===== src/rtl/seg7_pkg.sv =====
// rtl/seg7_pkg.sv - shared glyph table, state enum and error codes for the 7-segment capture path
package seg7_pkg;

    // Active-low segment pattern for an all-off digit.
    localparam logic [6:0] SEG7_BLANK = 7'h7F;

    // Active-low glyphs, bit 0 = segment a ... bit 6 = segment g, indexed by hex value.
    // This is the same table the hex-to-segment encoder drives.
    localparam logic [6:0] SEG7_GLYPH [16] = '{
        7'h40, 7'h79, 7'h24, 7'h30,
        7'h19, 7'h12, 7'h02, 7'h78,
        7'h00, 7'h10, 7'h08, 7'h03,
        7'h46, 7'h21, 7'h06, 7'h0E
    };

    typedef enum logic [1:0] {
        IDLE  = 2'd0,
        TRACK = 2'd1,
        HELD  = 2'd2
    } cap_state_t;

    localparam logic [1:0] ERR_NONE        = 2'b00;
    localparam logic [1:0] ERR_UNDECODABLE = 2'b01;
    localparam logic [1:0] ERR_MULTI_HOT   = 2'b10;

endpackage


===== src/rtl/seg7_capture_if.sv =====
// rtl/seg7_capture_if.sv - scanned display input and per-digit readback bundle
// master: drives sample_en/seg_in/dig_sel, observes the readback outputs.
// slave : the capture block.
interface seg7_capture_if #(
    parameter int NUM_DIGITS = 6,
    parameter int IDX_W      = (NUM_DIGITS > 1) ? $clog2(NUM_DIGITS) : 1
);
    logic                    sample_en;
    logic [6:0]              seg_in;
    logic [NUM_DIGITS-1:0]   dig_sel;
    logic [4*NUM_DIGITS-1:0] hex_out;
    logic [NUM_DIGITS-1:0]   valid;
    logic [NUM_DIGITS-1:0]   blank;
    logic                    upd;
    logic                    err;
    logic [1:0]              err_code;
    logic [IDX_W-1:0]        err_digit;

    modport master (
        output sample_en, seg_in, dig_sel,
        input  hex_out, valid, blank, upd, err, err_code, err_digit
    );

    modport slave (
        input  sample_en, seg_in, dig_sel,
        output hex_out, valid, blank, upd, err, err_code, err_digit
    );
endinterface


===== src/rtl/seg7_to_hex.sv =====
// rtl/seg7_to_hex.sv - combinational active-low 7-segment pattern to hex nibble decode
// seg    : active-low segment pattern
// hit    : pattern matches one of the 16 hex glyphs
// nibble : decoded value (0 when no hit)
module seg7_to_hex
    import seg7_pkg::*;
(
    input  logic [6:0] seg,
    output logic       hit,
    output logic [3:0] nibble
);

    always_comb begin
        hit    = 1'b0;
        nibble = 4'h0;
        for (int i = 0; i < 16; i++) begin
            if (seg == SEG7_GLYPH[i]) begin
                hit    = 1'b1;
                nibble = 4'(i);
            end
        end
    end

endmodule


===== src/rtl/seg7_capture.sv =====
// rtl/seg7_capture.sv - debounced capture of scanned 7-segment traffic into a per-digit hex register file
// clk, rst_n : clock, asynchronous active-low reset
// bus        : seg7_capture_if slave; sample_en/seg_in/dig_sel in,
//              hex_out/valid/blank/upd/err/err_code/err_digit out (all registered)
module seg7_capture
    import seg7_pkg::*;
#(
    parameter int NUM_DIGITS    = 6,
    parameter int STABLE_CYCLES = 4
) (
    input  logic          clk,
    input  logic          rst_n,
    seg7_capture_if.slave bus
);

    localparam int CW = $clog2(STABLE_CYCLES + 1);
    localparam int IW = (NUM_DIGITS > 1) ? $clog2(NUM_DIGITS) : 1;
    localparam logic [CW-1:0] STABLE_C = CW'(STABLE_CYCLES);
    localparam logic [CW-1:0] ONE_C    = CW'(1);

    // Input stage: plain register, nothing in front of it.
    logic                  smp_en;
    logic [6:0]            smp_seg;
    logic [NUM_DIGITS-1:0] smp_dig;

    always_ff @(posedge clk or negedge rst_n) begin
        if (!rst_n) begin
            smp_en  <= 1'b0;
            smp_seg <= '0;
            smp_dig <= '0;
        end else begin
            smp_en  <= bus.sample_en;
            smp_seg <= bus.seg_in;
            smp_dig <= bus.dig_sel;
        end
    end

    // Run tracker FSM
    cap_state_t            state, state_d;
    logic [CW-1:0]         cnt, cnt_d;
    logic [NUM_DIGITS-1:0] cand_dig, cand_dig_d;
    logic [6:0]            cand_seg, cand_seg_d;
    logic                  commit;

    always_ff @(posedge clk or negedge rst_n) begin
        if (!rst_n) begin
            state    <= IDLE;
            cnt      <= '0;
            cand_dig <= '0;
            cand_seg <= '0;
        end else begin
            state    <= state_d;
            cnt      <= cnt_d;
            cand_dig <= cand_dig_d;
            cand_seg <= cand_seg_d;
        end
    end

    always_comb begin
        state_d    = state;
        cnt_d      = cnt;
        cand_dig_d = cand_dig;
        cand_seg_d = cand_seg;
        commit     = 1'b0;
        if (smp_en) begin
            if (smp_dig == '0) begin
                // Idle sample: drop the run entirely.
                state_d    = IDLE;
                cnt_d      = '0;
                cand_dig_d = '0;
                cand_seg_d = smp_seg;
            end else if (state != IDLE && smp_dig == cand_dig && smp_seg == cand_seg) begin
                // In TRACK cnt < STABLE_C, so the increment cannot wrap; HELD keeps cnt saturated.
                if (state == TRACK) begin
                    cnt_d = cnt + ONE_C;
                    if (cnt_d == STABLE_C) begin
                        commit  = 1'b1;
                        state_d = HELD;
                    end
                end
            end else begin
                cand_dig_d = smp_dig;
                cand_seg_d = smp_seg;
                cnt_d      = ONE_C;
                if (STABLE_C == ONE_C) begin
                    commit  = 1'b1;
                    state_d = HELD;
                end else begin
                    state_d = TRACK;
                end
            end
        end
    end

    // Decode sits on the candidate register's D side: on any commit it equals the
    // sample being committed, which keeps the single-sample (STABLE_CYCLES = 1) case on time.
    logic       dec_hit;
    logic [3:0] dec_nib;

    seg7_to_hex u_dec (
        .seg    (cand_seg_d),
        .hit    (dec_hit),
        .nibble (dec_nib)
    );

    logic [4*NUM_DIGITS-1:0] hex_q, hex_d;
    logic [NUM_DIGITS-1:0]   valid_q, valid_d, blank_q, blank_d;
    logic                    upd_q, upd_d, err_q, err_d;
    logic [1:0]              code_q, code_d;
    logic [IW-1:0]           edig_q, edig_d;
    logic                    multi_hot;

    // x & (x-1) is nonzero exactly when more than one bit is set.
    assign multi_hot = |(smp_dig & (smp_dig - NUM_DIGITS'(1)));

    always_comb begin
        hex_d   = hex_q;
        valid_d = valid_q;
        blank_d = blank_q;
        upd_d   = 1'b0;
        err_d   = 1'b0;
        code_d  = code_q;
        edig_d  = edig_q;
        if (commit) begin
            upd_d = 1'b1;
            if (multi_hot) begin
                err_d  = 1'b1;
                code_d = ERR_MULTI_HOT;
            end else begin
                for (int i = 0; i < NUM_DIGITS; i++) begin
                    if (smp_dig[i]) begin
                        if (cand_seg_d == SEG7_BLANK) begin
                            valid_d[i] = 1'b0;
                            blank_d[i] = 1'b1;
                        end else if (dec_hit) begin
                            hex_d[4*i +: 4] = dec_nib;
                            valid_d[i]      = 1'b1;
                            blank_d[i]      = 1'b0;
                        end else begin
                            err_d      = 1'b1;
                            code_d     = ERR_UNDECODABLE;
                            edig_d     = IW'(i);
                            valid_d[i] = 1'b0;
                            blank_d[i] = 1'b0;
                        end
                    end
                end
            end
        end
    end

    always_ff @(posedge clk or negedge rst_n) begin
        if (!rst_n) begin
            hex_q   <= '0;
            valid_q <= '0;
            blank_q <= '0;
            upd_q   <= 1'b0;
            err_q   <= 1'b0;
            code_q  <= ERR_NONE;
            edig_q  <= '0;
        end else begin
            hex_q   <= hex_d;
            valid_q <= valid_d;
            blank_q <= blank_d;
            upd_q   <= upd_d;
            err_q   <= err_d;
            code_q  <= code_d;
            edig_q  <= edig_d;
        end
    end

    assign bus.hex_out   = hex_q;
    assign bus.valid     = valid_q;
    assign bus.blank     = blank_q;
    assign bus.upd       = upd_q;
    assign bus.err       = err_q;
    assign bus.err_code  = code_q;
    assign bus.err_digit = edig_q;

endmodule


===== src/flat_wrapper.sv =====
// flat-port wrapper written by rule: the top's interface ports become plain ports
module seg7_capture_flat import seg7_pkg::*;
#(
    parameter int NUM_DIGITS    = 6,
    parameter int STABLE_CYCLES = 4
)
  (clk, rst_n, bus_sample_en, bus_seg_in, bus_dig_sel, bus_hex_out, bus_valid, bus_blank, bus_upd, bus_err, bus_err_code, bus_err_digit);
  seg7_capture_if #(.NUM_DIGITS(NUM_DIGITS)) bus_i ();
  input  logic clk;
  input  logic rst_n;
  input wire logic [$bits(bus_i.sample_en)-1:0] bus_sample_en;
  input wire logic [$bits(bus_i.seg_in)-1:0] bus_seg_in;
  input wire logic [$bits(bus_i.dig_sel)-1:0] bus_dig_sel;
  output wire logic [$bits(bus_i.hex_out)-1:0] bus_hex_out;
  output wire logic [$bits(bus_i.valid)-1:0] bus_valid;
  output wire logic [$bits(bus_i.blank)-1:0] bus_blank;
  output wire logic [$bits(bus_i.upd)-1:0] bus_upd;
  output wire logic [$bits(bus_i.err)-1:0] bus_err;
  output wire logic [$bits(bus_i.err_code)-1:0] bus_err_code;
  output wire logic [$bits(bus_i.err_digit)-1:0] bus_err_digit;
  assign bus_i.sample_en = bus_sample_en;
  assign bus_i.seg_in = bus_seg_in;
  assign bus_i.dig_sel = bus_dig_sel;
  assign bus_hex_out = bus_i.hex_out;
  assign bus_valid = bus_i.valid;
  assign bus_blank = bus_i.blank;
  assign bus_upd = bus_i.upd;
  assign bus_err = bus_i.err;
  assign bus_err_code = bus_i.err_code;
  assign bus_err_digit = bus_i.err_digit;
  seg7_capture #(.NUM_DIGITS(NUM_DIGITS), .STABLE_CYCLES(STABLE_CYCLES)) u_core (.clk(clk), .rst_n(rst_n), .bus(bus_i));
endmodule

===== config.mk =====
export PLATFORM = sky130hd
export DESIGN_NAME = seg7_capture_flat
export DESIGN_NICKNAME = d
export VERILOG_FILES = /design/src/rtl/seg7_pkg.sv /design/src/rtl/seg7_capture_if.sv /design/src/rtl/seg7_to_hex.sv /design/src/rtl/seg7_capture.sv /design/src/flat_wrapper.sv
export SDC_FILE = /design/constraint.sdc
export NUM_CORES = 1
export LEC_CHECK = 0
export ABC_AREA = 1
export CELL_PAD_IN_SITES_DETAIL_PLACEMENT = 0
export CELL_PAD_IN_SITES_GLOBAL_PLACEMENT = 1
export CORE_UTILIZATION = 40
export DETAILED_ROUTE_END_ITERATION = 8
export PLACE_DENSITY_LB_ADDON = 0.05
export SYNTH_ARGS = -nofsm -noshare
export SYNTH_HDL_FRONTEND = slang
export SYNTH_SLANG_ARGS = --single-unit

===== constraint.sdc =====
create_clock -name clk -period 2.45 [get_ports clk]
set_input_delay 0.3675 -clock clk [delete_from_list [all_inputs] [get_ports clk]]
set_output_delay 0.3675 -clock clk [all_outputs]
set_load 0.005 [all_outputs]

==> flow_metrics.py, run 1 <==
metrics = {
    "run_status": {
        "outcome": "completed",
    },
    "timing": {
        "fin_skew_ns": 0.0106,
        "rsz0062_at_grt": "yes",
        "whs_ns": 0.456,
        "fin_crit_sh_pct": 93.2,
        "max-slew-margin-rel_pct": 54.8,
        "timing_hold_violations_final": 0,
        "slew_violations": 0,
        "fin_crit_ns": 2.28,
        "finalSetupViolations": 0,
        "max_freq_ghz": 0.438,
        "worst_pin_slew_ns": 0.674,
    },
    "floorplan": {
        "start_util_pct": 41.2,
        "ios": 59,
        "coreArea_sq_um": 8720,
        "core.rowCount": 34,
        "dieArea_sq_um": 9380,
        "fp.dieW_um": 96.8,
        "die_y_um": 96.8,
    },
    "route": {
        "dr_total_vias": 3043,
        "drc_errors": 0,
        "dr.pass1.iters": 4,
        "wl_per_cell_um": 13.5,
        "drtIter0Drc": 121,
        "ant_nets": 0,
        "routed_wirelength_mm": 8.57,
        "viasPerCell": 4.78,
    },
    "clock_network": {
        "path_clk_slew_ns": 0.08,
        "cts_buffers": 9,
        "ctsRootBufferMaster": "clkbuf_8",
        "clock_latency_ns": 0.35,
        "htreeDepth": 3,
        "cts.sink_count": 75,
        "cts_tree": "built",
        "clockBufferDepth": 2,
    },
    "yosys": {
        "synth_top_area_cell": "dfrtp_1",
        "synth_top_cell_area_share_pct": 52.2,
        "syn_nets": 449,
        "synthCells": 431,
        "ys_ff_latch": 75,
        "yosysUniqueCellTypes": 32,
        "ys.warnings.count": 0,
        "syn_avg_cell_area_sq_um": 8.35,
        "yosysSeqAreaShare_pct": 52.2,
        "synth_area_leaders": "dfrtp_1 (52%), nand2_1 (13%), nor2_1 (4.7%), o21ai_0 (4.2%), inv_1 (4.0%)",
        "syn_area_sq_um": 3600,
    },
    "pwr": {
        "p_leak_nw": 2.34,
        "power-per-cell-area_nw_per_um2": 551,
        "ir_drop_uv": 399,
    },
    "global_routing": {
        "antenna_found_initial": 0,
        "grt_overflow": 0,
        "grt_start_max_net_pins": 38,
        "grt_usage_pct": 19.4,
        "grt_pass1_wl_mm": 14.4,
        "grt_pass1_vias": 2901,
    },
    "worst_setup_path": {
        "crit_arrival_ns": 2.49,
        "worstRegToRegCells": 15,
        "reg2reg_from": "u_core.smp_dig[4]$_DFF_PN0_",
        "cp_max_fo": 9,
        "worst_ep_required_time_ns": 2.66,
        "end_kind": "flip-flop",
        "worstReg2RegEnd": "u_core.bus.hex_out[1]$_DFFE_PN0P_",
        "worstSetupPathType": "flip-flop to flip-flop",
        "r2r_slack_ns": 0.17,
        "crit_start": "u_core.smp_dig[4]$_DFF_PN0_",
        "start_kind": "flip-flop",
    },
    "placed_design": {
        "dpl.hpwl_mm": 6.41,
        "dp.cells": 607,
        "gp_congestion": 0.799,
        "port_buffers": 58,
    },
    "cells_and_area": {
        "layout_common_cells": "nand2_1 (127), dfrtp_1 (73), clkdlybuf4s50_1 (57)",
        "final_common_cell": "nand2_1",
        "nNetsFinal": 541,
        "final_util_pct": 54.4,
        "diodes": 0,
        "final_cell_count_no_fill": 636,
        "synthToLayoutAreaGrowth_pct": 31.9,
        "drive_gt1_share_pct": 17.8,
    },
    "hold_path": {
        "min_path_cells": 1,
        "min_to": "u_core.smp_dig[0]$_DFF_PN0_",
        "hp-class": "primary input to flip-flop",
        "min_from": "bus_dig_sel[0]",
    },
    "run": {
        "drv_cap": 0,
    },
}
==> stage by stage <==
stage	worst slack [ns]	setup TNS [ns]	area [sq um]	power, mW
4_1_cts	0.0931	0	4610	2.61
6_report	0.167	0	4750	2.61
5_1_grt	-0.0855	-0.765	4750	2.74
2_1_floorplan	0.441	0	3600	1.52
3_5_place_dp	0.129	0	4410	1.65
3_3_place_gp	0.0825	0	4410	1.65
==> repair_timing <==
item,CTS,global route
hold buffers,1,0
endpoints found under the setup margin,0,30
endpoints found under the hold margin,27,0
buffers inserted,0,12
gates resized for setup,0,12
==> critical path: stages, from the launching register on <==
cell and delay (ns):
dfrtp_2 0.48, inv_2 0.10, or2_2 0.12, nand4_1 0.07
nor3_1 0.14, nand2_1 0.07, nor2_1 0.09, nand2_1 0.08
inv_2 0.08, nand2_2 0.09, nor2_4 0.17, inv_2 0.12
nor2_2 0.19, nand2_2 0.17, nand2_1 0.09, o21ai_1 0.06
==> layout make-up <==
cell class                      count  area, sq um
Inverter                           48          185
Fill cell                         814         3980
Clock inverter                      6         66.3
Sequential cell                    75         1880
Clock buffer                       10          128
Multi-Input combinational cell    304         1540
Timing Repair Buffer               85          808
Tap cell                          108          135
==> cells in the mapped netlist <==
| library cell | count |
|---|---|
| clkbuf_1 | 2 |
| o31ai_1 | 2 |
| nor2_8 | 1 |
| nand2_2 | 4 |
| o211ai_1 | 1 |
| nor2_4 | 4 |
| o21ai_2 | 2 |
| or2_2 | 6 |
| xor2_1 | 5 |
| nor4_1 | 1 |
| dfrtp_1 | 75 |
| inv_2 | 9 |
| xnor2_1 | 1 |
| inv_1 | 38 |
| inv_4 | 1 |
| nand4_1 | 9 |
| a31oi_1 | 1 |
| a21oi_1 | 5 |
| nand3_2 | 6 |
| ha_1 | 2 |
| nand2_4 | 2 |
| o21ai_1 | 18 |
| nand2_1 | 129 |
| nor2_2 | 7 |
| nand2_8 | 1 |
| nand3_1 | 14 |
| o21ai_4 | 1 |
| nor2_1 | 45 |
| buf_6 | 2 |
| o21ai_0 | 30 |
| nor3_1 | 6 |
| nor4_2 | 1 |
==> report_power, final <==
part	internal, mW	switching [mW]	total [mW]
sequential	1.27	0.0284	1.30
clock	0.471	0.481	0.952
combinational	0.145	0.218	0.363
==> worst max path at each step <==
stage / to / slack [ns] / cells past startpoint
final: u_core.bus.hex_out[1]$_DFFE_PN0P_ / 0.17 / 15
after global routing: u_core.bus.hex_out[5]$_DFFE_PN0P_ / -0.09 / 15
after CTS: u_core.bus.hex_out[9]$_DFFE_PN0P_ / 0.09 / 15
after detailed placement: u_core.bus.hex_out[9]$_DFFE_PN0P_ / 0.13 / 15
after global placement: u_core.bus.hex_out[9]$_DFFE_PN0P_ / 0.08 / 15
after floorplan: u_core.bus.hex_out[20]$_DFFE_PN0P_ / 0.44 / 12
==> state kept, by name, indices dropped and copies added, names as in the netlist, 6 cells and up <==
register and count:
u_core.bus.hex_out 24, u_core.cand_seg 7, u_core.smp_seg 7, u_core.bus.blank 6, u_core.bus.valid 6, u_core.cand_dig 6, u_core.smp_dig 6
==> per-layer routing <==
metal	vias up	track usage [%]	wire, um
met4	0	5.97	110
met5	-	0	0
li1	1556	-	-
met1	1427	26.4	4050
met3	10	3.97	331
met2	50	31.1	4080
==> kinds of logic (layout without fill, tap and decap cells) <==
| logic type | after synthesis | after routing | synth area share [%] |
|---|---|---|---|
| XOR/XNOR | 6 | 6 | 1.46 |
| AO/OA/AOI/OAI | 60 | 60 | 9.11 |
| AND/OR/NAND/NOR | 236 | 236 | 30.6 |
| buffers and inverters | 52 | 149 | 5.91 |
| adder cells (fa/ha/maj) | 2 | 2 | 0.696 |
| flip-flops | 75 | 75 | 52.2 |
(Power assumes the default switching activity.)
==> inputs of run 2 (changes only) <==
--- a/config.mk
+++ b/config.mk
@@ -9,6 +9,7 @@
 export CELL_PAD_IN_SITES_DETAIL_PLACEMENT = 0
 export CELL_PAD_IN_SITES_GLOBAL_PLACEMENT = 1
 export CORE_UTILIZATION = 40
+export CTS_CLUSTER_DIAMETER = 60
 export DETAILED_ROUTE_END_ITERATION = 8
 export PLACE_DENSITY_LB_ADDON = 0.05
 export SYNTH_ARGS = -nofsm -noshare
==> results of run 2 <==
Final layout, timing and power as in run 1 (identical DEF).
